$ cat src/rtl/mem_port_arbiter.sv
// Shares one req/gnt/valid memory port between instruction fetch and LSU.
// An in-order ID FIFO routes each response back to the requester that issued it.
module mem_port_arbiter #(
    parameter int MAX_OUTSTANDING = 2,
    parameter int STARVE_LIMIT    = 4
) (
    input  logic        clk,
    input  logic        reset_n,

    input  logic        instr_req,
    input  logic [31:0] instr_addr,
    output logic        instr_gnt,
    output logic [31:0] instr_rdata,
    output logic        instr_valid,
    output logic        instr_err,

    input  logic        data_req,
    input  logic        data_wr,
    input  logic [31:0] data_addr,
    input  logic [31:0] data_wdata,
    input  logic [3:0]  data_be,
    output logic        data_gnt,
    output logic [31:0] data_rdata,
    output logic        data_valid,
    output logic        data_error,

    output logic        mem_req,
    output logic        mem_wr,
    output logic [31:0] mem_addr,
    output logic [31:0] mem_wdata,
    output logic [3:0]  mem_be,
    input  logic        mem_gnt,
    input  logic [31:0] mem_rdata,
    input  logic        mem_valid,
    input  logic        mem_err,

    output logic        protocol_err
);
    localparam int CNT_W    = $clog2(MAX_OUTSTANDING + 1);
    localparam int PTR_W    = (MAX_OUTSTANDING > 1) ? $clog2(MAX_OUTSTANDING) : 1;
    localparam int STARVE_W = $clog2(STARVE_LIMIT + 1);

    typedef enum logic [1:0] {
        SEL_NONE  = 2'd0,
        SEL_INSTR = 2'd1,
        SEL_DATA  = 2'd2
    } sel_e;

    sel_e                sel;
    sel_e                lock_sel_reg;
    logic                lock_reg;
    logic [STARVE_W-1:0] starve_reg;
    logic                protocol_err_reg;

    logic                id_mem_reg [MAX_OUTSTANDING];
    logic [PTR_W-1:0]    wr_ptr_reg;
    logic [PTR_W-1:0]    rd_ptr_reg;
    logic [CNT_W-1:0]    count_reg;

    logic fifo_full;
    logic fifo_empty;
    logic grant;
    logic push;
    logic pop;
    logic head_id;

    assign fifo_full  = (count_reg == CNT_W'(MAX_OUTSTANDING));
    assign fifo_empty = (count_reg == '0);
    assign head_id    = id_mem_reg[rd_ptr_reg];

    // A waiting request keeps its slot; otherwise data wins unless instr has been starved.
    always_comb begin
        sel = SEL_NONE;
        if (lock_reg) begin
            sel = lock_sel_reg;
        end else if (instr_req && ((starve_reg == STARVE_W'(STARVE_LIMIT)) || !data_req)) begin
            sel = SEL_INSTR;
        end else if (data_req) begin
            sel = SEL_DATA;
        end
    end

    assign mem_req = (instr_req | data_req) & ~fifo_full;

    always_comb begin
        mem_wr    = 1'b0;
        mem_addr  = '0;
        mem_wdata = '0;
        mem_be    = '0;
        case (sel)
            SEL_INSTR: begin
                mem_addr = instr_addr;
                mem_be   = 4'hF;
            end
            SEL_DATA: begin
                mem_wr    = data_wr;
                mem_addr  = data_addr;
                mem_wdata = data_wdata;
                mem_be    = data_be;
            end
            default: ;
        endcase
    end

    assign grant     = mem_req & mem_gnt;
    assign instr_gnt = grant & (sel == SEL_INSTR);
    assign data_gnt  = grant & (sel == SEL_DATA);
    assign push      = grant;
    assign pop       = mem_valid & ~fifo_empty;

    // Responses are routed straight through; the head ID picks the destination.
    assign instr_valid  = pop & ~head_id;
    assign instr_err    = pop & ~head_id & mem_err;
    assign data_valid   = pop & head_id;
    assign data_error   = pop & head_id & mem_err;
    assign instr_rdata  = mem_rdata;
    assign data_rdata   = mem_rdata;
    assign protocol_err = protocol_err_reg;

    // ID storage is only read while the FIFO is non-empty, so it needs no reset.
    always_ff @(posedge clk) begin
        if (push) begin
            id_mem_reg[wr_ptr_reg] <= (sel == SEL_DATA);
        end
    end

    always_ff @(posedge clk or negedge reset_n) begin
        if (!reset_n) begin
            lock_reg         <= 1'b0;
            lock_sel_reg     <= SEL_NONE;
            starve_reg       <= '0;
            protocol_err_reg <= 1'b0;
            wr_ptr_reg       <= '0;
            rd_ptr_reg       <= '0;
            count_reg        <= '0;
        end else begin
            if (mem_req && !mem_gnt) begin
                lock_reg     <= 1'b1;
                lock_sel_reg <= sel;
            end else if (grant) begin
                lock_reg <= 1'b0;
            end

            if (instr_gnt) begin
                starve_reg <= '0;
            end else if (data_gnt && instr_req && (starve_reg != STARVE_W'(STARVE_LIMIT))) begin
                starve_reg <= starve_reg + STARVE_W'(1);
            end

            if (mem_valid && fifo_empty) begin
                protocol_err_reg <= 1'b1;
            end

            if (push) begin
                wr_ptr_reg <= (wr_ptr_reg == PTR_W'(MAX_OUTSTANDING - 1)) ? '0 : wr_ptr_reg + PTR_W'(1);
            end
            if (pop) begin
                rd_ptr_reg <= (rd_ptr_reg == PTR_W'(MAX_OUTSTANDING - 1)) ? '0 : rd_ptr_reg + PTR_W'(1);
            end
            if (push && !pop) begin
                count_reg <= count_reg + CNT_W'(1);
            end else if (pop && !push) begin
                count_reg <= count_reg - CNT_W'(1);
            end
        end
    end
endmodule

$ cat config.mk
export PLATFORM = sky130hd
export DESIGN_NAME = mem_port_arbiter
export DESIGN_NICKNAME = d
export VERILOG_FILES = /design/src/rtl/mem_port_arbiter.sv
export SDC_FILE = /design/constraint.sdc
export NUM_CORES = 1
export LEC_CHECK = 0
export ABC_AREA = 1
export BUFFER_PORTS_ARGS = -buffer_cell sky130_fd_sc_hd__buf_4
export CORE_AREA = 4 4 107 109
export CTS_CLUSTER_DIAMETER = 50
export DETAILED_ROUTE_END_ITERATION = 7
export DIE_AREA = 0 0 111 113
export PLACE_DENSITY_LB_ADDON = 0.05
export REMOVE_ABC_BUFFERS = 1
export SLEW_MARGIN = 20
export SYNTH_ARGS = -nofsm -noshare
export SYNTH_HDL_FRONTEND = slang
export SYNTH_SLANG_ARGS = --single-unit
export TNS_END_PERCENT = 5
$ cat constraint.sdc
create_clock -name clk -period 1.7 [get_ports clk]
set_input_delay 0.085 -clock clk [delete_from_list [all_inputs] [get_ports clk]]
set_output_delay 0.085 -clock clk [all_outputs]
set_load 0.05 [all_outputs]
==> flow_summary.json <==
{
  "path_delay_family": "buffers and inverters",
  "drt-total-wl_microns": 11400,
  "gr-usage-met2_pct": 23.5,
  "power_per_cell_area_nw_per_um2": 2370,
  "leakage_nw": 2.12,
  "ys_async_sr_fraction_pct": 84.6,
  "most-common-layout-cells": "buf_4, nand2_1, buf_6",
  "final_period_minus_worst_setup_slack_ns": 2.22,
  "violations_in_the_final_reports": "negative setup slack",
  "mostFrequentLayoutCell": "buf_4",
  "clock_tree.root_cell": "clkbuf_8",
  "hold_depth": 2,
  "first_iter_violations": 48,
  "grt_pass1_vias": 2705,
  "critPathMostFrequentCell": "nand2_1",
  "synth.ff_latch_count": 13,
  "numClockSinks": 13,
  "tcrit_tclk_final_pct": 131,
  "detailedPlacementHpwl_microns": 8680,
  "worst-r2r-cell-count": 14,
  "pin_count_of_the_biggest_net_entering_global_routing": 33,
  "synth_enable_flop_cells": 2,
  "reg2reg_to": "starve_reg[0]",
  "antenna_left": 0,
  "nNetsFinal": 629,
  "final_wtd_congestion": 0.811,
  "clock_path_buffers": 2,
  "dp_cells": 606,
  "synth_sequential_area_ratio_pct": 16.7,
  "placed_area_sq_um": 3210,
  "synth_top_flop_cell": "dfrtp_1",
  "max_reg_flops": 3,
  "antenna_violations_before_repair": 0,
  "slew_headroom_pct": 77.8,
  "grt_busiest_layer": "met2",
  "vias": 2592,
  "syn-mean-instance-area_sq_um": 5.88,
  "cp_max_fo": 8,
  "cp_cell_sequence": "inv_2 > ha_4 > nand2_2 > nand2_1 > nand2_1 > nand2_1 > o21ai_4 > buf_6 > ha_4 > clkbuf_16 > nand2_1 > a21oi_1 > buf_4",
  "floorplan.die.height_microns": 113,
  "synth_largest_type_area_fraction_pct": 23.9,
  "irDropWorstVdd_uv": 1200,
  "starting_density_of_the_core_pct": 19.0,
  "tritoncts": "done",
  "worstSetupPathType": "reg2out",
  "layout_setup_ws_ns": -0.525,
  "dieWidth_microns": 111,
  "num_cts_buffers": 3,
  "rsz_0062_raised_after_global_routing": "yes",
  "final_hold_violation_count": 0,
  "report.final.setup_viol": 76,
  "ys_top_cells_by_area": "buf_4, nand2_1, dfrtp_1",
  "placementRows": 38,
  "finish.instance_area_sq_um": 3970,
  "worst-endpoint-required_ns": 1.62,
  "timing.hold.worst_endpoint": "protocol_err",
  "setup.reg_to_reg.worst_slack_ns": -0.31,
  "peak_freq_mhz": 449,
  "number_of_max_cap_violations": 0,
  "synthToLayoutAreaGrowth_pct": 97.1,
  "io_pins": 281,
  "overall_routing_resource_usage_pct": 16.2,
  "synth.cell_area_sq_um": 2010,
  "yosysTopAreaCell": "buf_4",
  "design.core.area_sq_um": 10600,
  "post_drt_wl_per_cell_microns": 18.3,
  "crit-reg2reg-launch": "starve_reg[0]",
  "drt_first_pass_iters": 4,
  "tns_ns": -31.58,
  "use_met3_pct": 13.5,
  "placement.io_buffers": 184,
  "slew_worst_pin_ns": 0.330,
  "dieArea_sq_um": 12500,
  "drive_gt1_share_pct": 57.1,
  "synthDistinctLibCells": 26,
  "clk_pin_slew_worst_paths_ns": 0.06,
  "cts_max_level": 1,
  "fill_cells": 1164,
  "yosysWarnings": 0,
  "grt_overflow": 0,
  "status": "finished, violations left",
  "min-delay-start": "mem_valid",
  "report.final.slew_viol_count": 0,
  "viasPerCell": 4.17,
  "post-route-drc-count": 0,
  "worstSetupEndpointType": "output port",
  "final.setup_skew_ns": 0.00615,
  "netlist_instances": 342,
  "critical_path.slowest_cell": "dfrtp_1",
  "hold_class": "in2reg",
  "crit_buf_inv": 4,
  "setup.worst_path.start_class": "register",
  "number_of_standard_cells_in_the_layout_taps_in_and_fillers_out": 622,
  "timing.critical_path.arrival_ns": 2.14,
  "clk-insertion-delay-late_ns": 0.24,
  "delay_of_the_slowest_cell_on_the_worst_path_ns": 0.36,
  "gr-usage-met1_pct": 18.6,
  "grt_pass1_wl_microns": 15700,
  "antenna_cells": 0
}
-- worst reg2reg max path, stage by stage (launching register included) --
cell     delay (ns)
dfrtp_1        0.39
inv_2          0.08
ha_4           0.13
nand2_2        0.05
nand2_1        0.05
nand2_1        0.06
nand2_1        0.10
o21ai_4        0.10
inv_2          0.07
ha_4           0.23
buf_4          0.14
buf_4          0.09
nand4_1        0.20
nand4_1        0.16
nand2_1        0.06
-- power by group --
group,internal [mW],switching (mW),total (mW)
Clock,0.165,0.112,0.278
Sequential,0.447,0.0789,0.526
Combinational,3.29,5.33,8.61
-- worst max path at each step --
stage                              from      endpoint  slack, ns  cells past startpoint
final                     starve_reg[0]  mem_addr[25]      -0.52                     13
after floorplan           starve_reg[0]     mem_be[0]      -1.11                     11
after global routing      starve_reg[0]     mem_be[3]      -0.64                     12
after detailed placement  starve_reg[0]  mem_addr[30]      -0.41                     13
after global placement    starve_reg[0]  mem_addr[10]      -0.39                     13
after CTS                 starve_reg[0]  mem_addr[28]      -0.56                     13
-- synth_stat cells, types with 2 or more instances --
cell,n
a21oi_1,37
buf_2,10
buf_4,64
clkbuf_1,4
dfrtp_1,11
edfxtp_1,2
ha_1,6
inv_1,51
nand2_1,119
nand3_1,3
nand4_1,4
nor2_1,7
nor2_2,2
nor3_1,3
o21ai_0,5
xnor2_1,2
xor2_1,3
-- cells by family (layout without fill, tap and decap cells) --
group | Yosys count | in the layout | share of synthesized area [%]
compound gates | 44 | 44 | 11.1
flops | 13 | 13 | 16.7
simple gates | 143 | 143 | 29.3
xor+xnor | 5 | 5 | 2.18
buf+inv | 131 | 271 | 37.0
fa+ha+maj | 6 | 6 | 3.73
-- through the flow --
step / power, mW / hold WS [ns] / setup WS, ns / util [%]
2_1_floorplan: 4.75 / -0.211 / -1.11 / -
3_3_place_gp: 7.23 / -0.0567 / -0.390 / 30.3
3_5_place_dp: 7.19 / -0.0641 / -0.408 / 30.3
4_1_cts: 8.29 / 0.0850 / -0.561 / 33.1
5_1_grt: 9.96 / 0.0995 / -0.644 / 37.4
6_report: 9.42 / 0.0906 / -0.525 / 37.4
-- metal layers --
metal | vias up | share of wire (%) | wire (microns)
met5 | - | 0 | 0
met4 | 0 | 0.70 | 80
met3 | 8 | 17 | 1960
met2 | 182 | 43 | 4890
met1 | 1157 | 39 | 4470
li1 | 1245 | - | -
-- timing repair --
action                                  in CTS  in global routing
setup buffers                                0                  3
endpoints found under the setup margin      76                 76
endpoints found under the hold margin       11                  0
pin swaps                                    2                 10
hold buffers                                 1                  0
cloned                                       2                  6
gates resized for setup                     53                 83
-- layout make-up --
| class | count | area (sq um) | share of cell area, % |
|---|---|---|---|
| clock buffers | 4 | 45.0 | 1.14 |
| inverters | 52 | 201 | 5.08 |
| multi-input cells | 198 | 1140 | 28.8 |
| flip-flops and latches | 13 | 335 | 8.45 |
| well taps | 140 | 175 | 4.42 |
| repair buffers | 215 | 2070 | 52.1 |
(Power assumes the default switching activity.)
